[config.mk]
export PLATFORM = sky130hd
export DESIGN_NAME = lift_scheduler
export DESIGN_NICKNAME = d
export VERILOG_FILES = /design/src/rtl/lift_scheduler.sv
export SDC_FILE = /design/constraint.sdc
export NUM_CORES = 1
export LEC_CHECK = 0
export BUFFER_PORTS_ARGS = -buffer_cell sky130_fd_sc_hd__buf_2
export CORE_MARGIN = 5
export CORE_UTILIZATION = 47
export DETAILED_ROUTE_END_ITERATION = 10
export GPL_ROUTABILITY_DRIVEN = 0
export PLACE_DENSITY = 0.67
export SYNTH_ARGS = -nofsm -noshare
export SYNTH_HDL_FRONTEND = slang
export SYNTH_SLANG_ARGS = --single-unit
[constraint.sdc]
create_clock -name clk -period 4.44 [get_ports clk]
set_input_delay 0.222 -clock clk [delete_from_list [all_inputs] [get_ports clk]]
set_output_delay 0.222 -clock clk [all_outputs]
set_load 0.005 [all_outputs]
[src/rtl/lift_scheduler.sv]
// SCAN-policy lift car scheduler: latches floor calls, steps the car one floor per
// travel interval and runs a timed door dwell. Define LIFT_DOOR_REOPEN_EN to let a
// same-floor call during the dwell restart the door timer.
module lift_scheduler #(
  parameter int NFLOORS    = 4,
  parameter int TRAVEL_CYC = 4,
  parameter int DOOR_CYC   = 3
) (
  input  logic               clk,
  input  logic               rst,
  input  logic [NFLOORS-1:0] req,
  output logic [2:0]         floor,
  output logic               dir,
  output logic               moving,
  output logic               door_open,
  output logic               arrive,
  output logic [NFLOORS-1:0] pending
);
  localparam int TMAX = (TRAVEL_CYC > DOOR_CYC) ? TRAVEL_CYC : DOOR_CYC;
  localparam int TW   = $clog2(TMAX + 1);

  typedef enum logic [1:0] {S_IDLE, S_MOVE, S_DOOR} state_e;

  state_e             state_q, state_d;
  logic [2:0]         floor_q, floor_d, nxt_floor;
  logic               dir_q, dir_d, arrive_q, arrive_d, at_end;
  logic [TW-1:0]      tmr_q, tmr_d;
  logic [NFLOORS-1:0] pending_q, pending_d, pend_in, clear_mask;
  logic [NFLOORS-1:0] cur_oh, nxt_oh, above_m, below_m, beyond_m;

  always_ff @(posedge clk or posedge rst) begin
    if (rst) begin
      state_q   <= S_IDLE;
      floor_q   <= '0;
      dir_q     <= 1'b1;
      arrive_q  <= 1'b0;
      tmr_q     <= '0;
      pending_q <= '0;
    end else begin
      state_q   <= state_d;
      floor_q   <= floor_d;
      dir_q     <= dir_d;
      arrive_q  <= arrive_d;
      tmr_q     <= tmr_d;
      pending_q <= pending_d;
    end
  end

  // Floor masks relative to the current floor and to the floor the car steps into.
  always_comb begin
    nxt_floor = dir_q ? floor_q + 3'd1 : floor_q - 3'd1;
    at_end    = dir_q ? (floor_q == 3'(NFLOORS-1)) : (floor_q == 3'd0);
    pend_in   = pending_q | req;
    for (int i = 0; i < NFLOORS; i++) begin
      cur_oh[i]   = (floor_q == 3'(i));
      nxt_oh[i]   = (nxt_floor == 3'(i));
      above_m[i]  = (3'(i) > floor_q);
      below_m[i]  = (3'(i) < floor_q);
      beyond_m[i] = dir_q ? (3'(i) > nxt_floor) : (3'(i) < nxt_floor);
    end
  end

  always_comb begin
    state_d    = state_q;
    floor_d    = floor_q;
    dir_d      = dir_q;
    arrive_d   = 1'b0;
    tmr_d      = tmr_q;
    clear_mask = '0;
    case (state_q)
      S_IDLE: begin
        if (|(pending_q & cur_oh)) begin
          state_d    = S_DOOR;
          clear_mask = cur_oh;
          tmr_d      = TW'(DOOR_CYC - 1);
        end else if (|pending_q) begin
          state_d = S_MOVE;
          tmr_d   = TW'(TRAVEL_CYC - 1);
          dir_d   = dir_q ? (|(pending_q & above_m)) : !(|(pending_q & below_m));
          if (floor_q == 3'd0)                 dir_d = 1'b1;
          else if (floor_q == 3'(NFLOORS-1))   dir_d = 1'b0;
        end
      end
      S_MOVE: begin
        if (tmr_q != '0) begin
          tmr_d = tmr_q - TW'(1);
        end else if (at_end) begin
          state_d = S_IDLE;
        end else begin
          floor_d  = nxt_floor;
          arrive_d = 1'b1;
          if (|(pend_in & nxt_oh)) begin
            state_d    = S_DOOR;
            clear_mask = nxt_oh;
            tmr_d      = TW'(DOOR_CYC - 1);
          end else if (|(pend_in & beyond_m)) begin
            tmr_d = TW'(TRAVEL_CYC - 1);
          end else begin
            state_d = S_IDLE;
          end
        end
      end
      S_DOOR: begin
        // Same-floor calls are absorbed while the door is open.
        clear_mask = cur_oh;
`ifdef LIFT_DOOR_REOPEN_EN
        if (|(req & cur_oh))        tmr_d   = TW'(DOOR_CYC - 1);
        else if (tmr_q == '0)       state_d = S_IDLE;
        else                        tmr_d   = tmr_q - TW'(1);
`else
        if (tmr_q == '0)            state_d = S_IDLE;
        else                        tmr_d   = tmr_q - TW'(1);
`endif
      end
      default: state_d = S_IDLE;
    endcase
    pending_d = pend_in & ~clear_mask;
  end

  always_comb begin
    moving    = (state_q == S_MOVE);
    door_open = (state_q == S_DOOR);
    floor     = floor_q;
    dir       = dir_q;
    arrive    = arrive_q;
    pending   = pending_q;
  end
endmodule
==> out/qor.txt, run 1 <==
CP max stage delay = 700 ps
Die W = 62.2 um
Top FF cell, synth = dfrtp_1
# rows = 19
Post-Synth Simple-Gate Area = 0.208
Slew Viols, Final = 0
n_diodes = 0
DRC Markers = 0
final wirelength = 2880 um
RSZ-0062 raised after global routing = false
CTS tree = done
yosys warns = 0
share of layout cells above drive strength 1 = 0.233
largest family of logic cells by synthesized area = compound AO/OA/AOI/OAI gates
Hold Path Depth = 3
PwrDens = 808 mW/mm2
Worst EP required = 4610 ps
Startpoint Class = flip-flop
Worst Path Arrival = 3320 ps
Synth Area in Adders = 0.115
sequential element share of the synthesized area = 0.275
initial antenna violation count = 0
placed inst area = 0.00137 mm2
antenna viol nets, final = 0
IO Count = 17
CTS buffer count = 3
multiplexer share of the synthesized area = 0.0802
number of port buffers = 16
Clock Latency Late Sink = 290 ps
Critical Path End Type = flip-flop
number of synthesized flops with an enable pin = 0
fillers = 247
Die ar. = 0.00386 mm2
Max Clk Rate = 317 MHz
GR Util All Layers = 0.148
Vias = 1113
Period Utilization, post-route = 0.710
CP Launch Point = floor[0]
Synth Instances = 143
Compound-Gate Fraction of Synth Area = 0.230
clock sinks = 14
HP Class = input pin to flip-flop
VDD IR-drop max = 0.446 mV
status = finished clean
Reg clk slew, reported paths = 100 ps
crit-path cells = inv_1, ha_1, and2b_1, mux4_2, a2bb2oi_2, nand3_1, o21bai_2, mux2_1
Finished Cell Area = 0.00141 mm2
Core Box Area = 0.00269 mm2
Unique masters post-synth = 51
largest net degree at the start of global routing = 19
reg2reg end = tmr_q[0]
GR Overflow Total = 0
vias in the first global route = 1014
post-synthesis sequential element count = 14
post-detail-place hpwl = 2190 um
Final min period = 3150 ps
Slew @ Worst Pin = 594 ps
first-pass GRT wire length = 4750 um
final-report hold violation count = 0
Critical Path Fanout Max = 18
FF/Latch Area = 352 um2
CTS max path bufs = 2
multi-input logic area = 855 um2
DR vias/cell = 5.86
Syn Nets = 160
clock root cell = clkbuf_4
Initial Utilization = 0.476
Total Neg Setup Slack = 0 ps
synthesized cell area = 0.00128 mm2
Avg Cell Area, Syn = 8.94 um2
max-cap viol count = 0
Setup violations, final = 0
nets@finish = 177
crit path to = tmr_q[0]
worst r2r path cells = 8
H-tree depth = 1
Async SR Flop Fraction = 1.00
Post-Synth XOR/XNOR Area = 0.0342
Max Clock Skew = 9.84 ps
Die Y = 62.2 um
setup bufs post-CTS = 0
Syn-to-layout area delta = 10.3%
RR Startpoint = floor[0]
wire per inst = 15.1 um
Pleak = 0.000632 uW
type of the worst setup path = flip-flop to flip-flop
Pre-Repair DR Iteration Count = 4
Slowest cell on crit path = dfrtp_1
relative slew slack = 0.600
r2r setup slk = 1290 ps
Starting DRT DRC Count = 36
stage by stage:
step | total power, uW | setup slack (ps) | hold slack [ps] | instances | utilization
6_report | 1140 | 1290 | 311 | 190 | 0.525
5_1_grt | 1240 | 1100 | 332 | 190 | 0.525
4_1_cts | 1140 | 1320 | 303 | 190 | 0.525
3_5_place_dp | 1050 | 1350 | 302 | 185 | 0.511
3_3_place_gp | 1040 | 1460 | 305 | 185 | 0.511
2_1_floorplan | 888 | 1720 | 111 | 143 | -
worst min path at each step:
stage / from / to / slack (ps)
5_1_grt: req[0] / pending[0] / 330
3_3_place_gp: rst / arrive / 300
6_report: req[0] / pending[0] / 310
2_1_floorplan: rst / arrive / 110
3_5_place_dp: rst / arrive / 300
4_1_cts: req[0] / pending[0] / 300
cells in the mapped netlist (2+ instances only):
| master | n | area, um2 |
|---|---|---|
| nand2b_1 | 2 | 12.5 |
| o211ai_1 | 2 | 15.0 |
| nor3_1 | 4 | 20.0 |
| mux4_2 | 2 | 45.0 |
| nand2_1 | 8 | 30.0 |
| a221oi_1 | 5 | 43.8 |
| nand3_1 | 4 | 20.0 |
| inv_1 | 12 | 45.0 |
| o21ai_0 | 11 | 55.1 |
| nor4_1 | 2 | 12.5 |
| mux2i_1 | 2 | 20.0 |
| nor2_1 | 12 | 45.0 |
| xnor2_1 | 3 | 26.3 |
| clkbuf_1 | 3 | 11.3 |
| nor2b_1 | 4 | 25.0 |
| o21a_1 | 3 | 22.5 |
| xor2_1 | 2 | 17.5 |
| a21oi_1 | 7 | 35.0 |
| ha_1 | 11 | 138 |
| dfrtp_1 | 13 | 325 |
flip-flops by register name (all words and copies together) (netlist names):
register / count
pending: 4
tmr_q: 3
dir: 1
state_q: 2
arrive: 1
floor: 3
cells in the final DEF, fill, tap and decap left out, types with 2 or more instances in the layout:
cell	instances
a21oi_1	7
a221oi_1	5
buf_2	16
clkbuf_4	3
dfrtp_1	13
ha_1	11
inv_1	12
mux2i_1	2
mux4_2	2
nand2_1	8
nand2b_1	2
nand3_1	4
nor2_1	12
nor2b_1	4
nor3_1	4
nor4_1	2
o211ai_1	2
o21a_1	3
o21ai_0	11
xnor2_1	3
xor2_1	2
layout make-up:
type	count	share of cell area
Clock buffer	4	0.0186
Inverter	13	0.0346
Multi-Input combinational cell	111	0.606
Sequential cell	14	0.249
Tap cell	31	0.0275
Timing Repair Buffer	17	0.0639
per-layer routing:
layer,routed length (um),vias up,GRT usage
li1,-,555,-
met1,1410,519,0.198
met2,1260,33,0.228
met3,148,6,0.0360
met4,57,0,0.0596
met5,0,-,0
cell families (layout without fill, tap and decap cells):
| group | after synthesis | count (layout) |
|---|---|---|
| AOI/OAI and AO/OA | 39 | 39 |
| xor gates and xnor gates | 5 | 5 |
| adders and majority gates | 12 | 12 |
| buffers and inverters | 18 | 34 |
| DFF | 14 | 14 |
| muxes | 7 | 7 |
| and+or+nand+nor | 48 | 48 |
repair_timing:
action                     in CTS  in global routing
resized for setup               0                  0
hold buffers                    1                  0
hold endpoints to repair       13                  0
setup endpoints to repair       0                  0
report_power, final:
group | switching, uW | internal (uW)
Clock | 45.2 | 34.9
Combinational | 415 | 359
Sequential | 100 | 186
worst max-delay path, delay by kind of cell (launching register included):
kind / cells / cell delay, ps
buf+inv: 1 / 260
simple gates: 2 / 340
flops: 1 / 700
fa+ha+maj: 1 / 350
compound gates: 2 / 500
mux: 2 / 870
No activity file was read; power rests on OpenSTA's default activity.
==> run 2, diff against run 1 <==
clock period = 3.08 ns   (was 4.44 ns; I/O delays follow)
==> out/qor.txt, run 2 (synthesis gave the netlist of run 1 again) <==
wire per inst = 15.2 um (was 15.1 um)
Sw Ratio = 0.486 (was 0.492)
IO Count = 17 (unchanged)
Worst EP required = 3260 ps (was 4610 ps)
FF/Latch Area = 352 um2 (unchanged)
HP Class = input pin to flip-flop (unchanged)
CTS tree = done (unchanged)
Max Clock Skew = 9.88 ps (was 9.84 ps)
internal power = 865 uW (was 580 uW)
Seq pwr share = 0.231 (was 0.251)
Clock power frac = 0.083 (was 0.070)
Pleak = 0.000643 uW (was 0.000632 uW)
GR Overflow Total = 0 (unchanged)
# rows = 19 (unchanged)
Total Neg Setup Slack = 0 ps (unchanged)
clock root cell = clkbuf_4 (unchanged)
Finished Cell Area = 0.00143 mm2 (was 0.00141 mm2)
post_cts resized = 0 (unchanged)
nets@finish = 178 (was 177)
Startpoint Class = flip-flop (unchanged)
most common cell after layout, fill and taps aside = buf_2 (unchanged)
Hold Path Depth = 3 (unchanged)
Period Utilization, post-route = 0.904 (was 0.710)
CTS buffer count = 3 (unchanged)
Critical Path End Type = flip-flop (unchanged)
most frequent cells in the layout = buf_2, dfrtp_1, inv_1, nor2_1 (unchanged)
GR Util All Layers = 0.154 (was 0.148)
Largest register FFs = 4 (unchanged)
final wirelength = 2910 um (was 2880 um)
H-tree depth = 1 (unchanged)
post-detail-place hpwl = 2160 um (was 2190 um)
clock sinks = 14 (unchanged)
worst r2r path cells = 8 (unchanged)
Worst Path Arrival = 2960 ps (was 3320 ps)
Final min period = 2780 ps (was 3150 ps)
multi-input logic area = 855 um2 (unchanged)
VDD IR-drop max = 0.643 mV (was 0.446 mV)
first-pass GRT wire length = 5060 um (was 4750 um)
max-cap viol count = 0 (unchanged)
initial antenna violation count = 0 (unchanged)
Slew @ Worst Pin = 593 ps (was 594 ps)
Core Box Area = 0.00269 mm2 (unchanged)
DR vias/cell = 5.95 (was 5.86)
Starting DRT DRC Count = 88 (was 36)
placed inst area = 0.00138 mm2 (was 0.00137 mm2)
Clock Latency Late Sink = 300 ps (was 290 ps)
setup bufs post-CTS = 0 (unchanged)
Critical Path Fanout Max = 9 (was 18)
relative slew slack = 0.600 (about the same)
antenna viol nets, final = 0 (unchanged)
vias in the first global route = 1088 (was 1014)
Syn-to-layout area delta = 11.6% (was 10.3%)
largest net degree at the start of global routing = 18 (was 19)
utilization after layout = 0.531 (was 0.525)
Reg clk slew, reported paths = 100 ps (about the same)
RSZ-0062 raised after global routing = false (unchanged)
n_diodes = 0 (unchanged)
Die Y = 62.2 um (unchanged)
Die ar. = 0.00386 mm2 (unchanged)
DRC Markers = 0 (unchanged)
PwrDens = 1180 mW/mm2 (was 808 mW/mm2)
CTS max path bufs = 2 (unchanged)
Gate power share = 0.686 (was 0.679)
status = finished clean (unchanged)
Initial Utilization = 0.476 (unchanged)
Die W = 62.2 um (unchanged)
Vias = 1137 (was 1113)
P_sw = 817 uW (was 560 uW)
fillers = 237 (was 247)
Slew Viols, Final = 0 (unchanged)
number of port buffers = 16 (unchanged)
final-report hold violation count = 0 (unchanged)
type of the worst setup path = flip-flop to flip-flop (unchanged)
Pre-Repair DR Iteration Count = 4 (unchanged)
share of layout cells above drive strength 1 = 0.244 (was 0.233)
Max Clk Rate = 359 MHz (was 317 MHz)
Setup violations, final = 0 (unchanged)
## run 2: path summary, 6_finish.rpt
kind	slack (ps)	end	startpoint
hold / removal	240	pending[0]	req[0]
setup reg to reg	300	tmr_q[0]	floor[1]
setup / recovery	300	tmr_q[0]	floor[1]
max in group asynchronous	2280	floor[1]	rst
min in group asynchronous	430	floor[0]	rst
hold reg to reg	520	tmr_q[2]	tmr_q[2]
## run 2: critical path, cell delays in order (launching register included)
cell and delay (ps):
dfrtp_1 510, inv_1 150, ha_1 290, and2b_1 210, mux4_2 520, a2bb2oi_2 310
nand3_1 140, o21bai_2 210, mux2_1 340
## run 2: power by group through the flow
stage               Combinational (uW)  Sequential [uW]  Clock [uW]
finish                            1150              389         139
global placement                  1120              384           0
detailed placement                1140              390           0
CTS                               1150              387         142
global route                      1280              408         147
floorplan                          931              349           0
## run 2: layout make-up
cell class	instances	area share
clock buffer	4	0.0254
inverter	13	0.0342
multi-input combinational	111	0.599
sequential	14	0.246
tap	31	0.0272
timing repair buffer	18	0.0684
## run 2: metrics by stage
stage / worst slack [ps] / instances / hold slack (ps) / total power, uW
floorplan: 356 / 143 / 42.5 / 1280
global placement: 423 / 186 / 236 / 1510
detailed placement: 330 / 186 / 235 / 1530
CTS: 316 / 191 / 228 / 1680
global route: 164 / 191 / 233 / 1840
finish: 295 / 191 / 238 / 1680
## run 2: metal layers
layer  up-vias  global-route usage  part of all wire
li1        551                   -                 -
met1       531               0.217              0.47
met2        46               0.220              0.44
met3         9              0.0541             0.075
met4         0              0.0407             0.018
met5         -                   0                 0
## run 2: timing repair
item                       4_1_cts  5_1_grt
hold buffers                     1        0
setup endpoints to repair        0        0
hold endpoints to repair        13        0
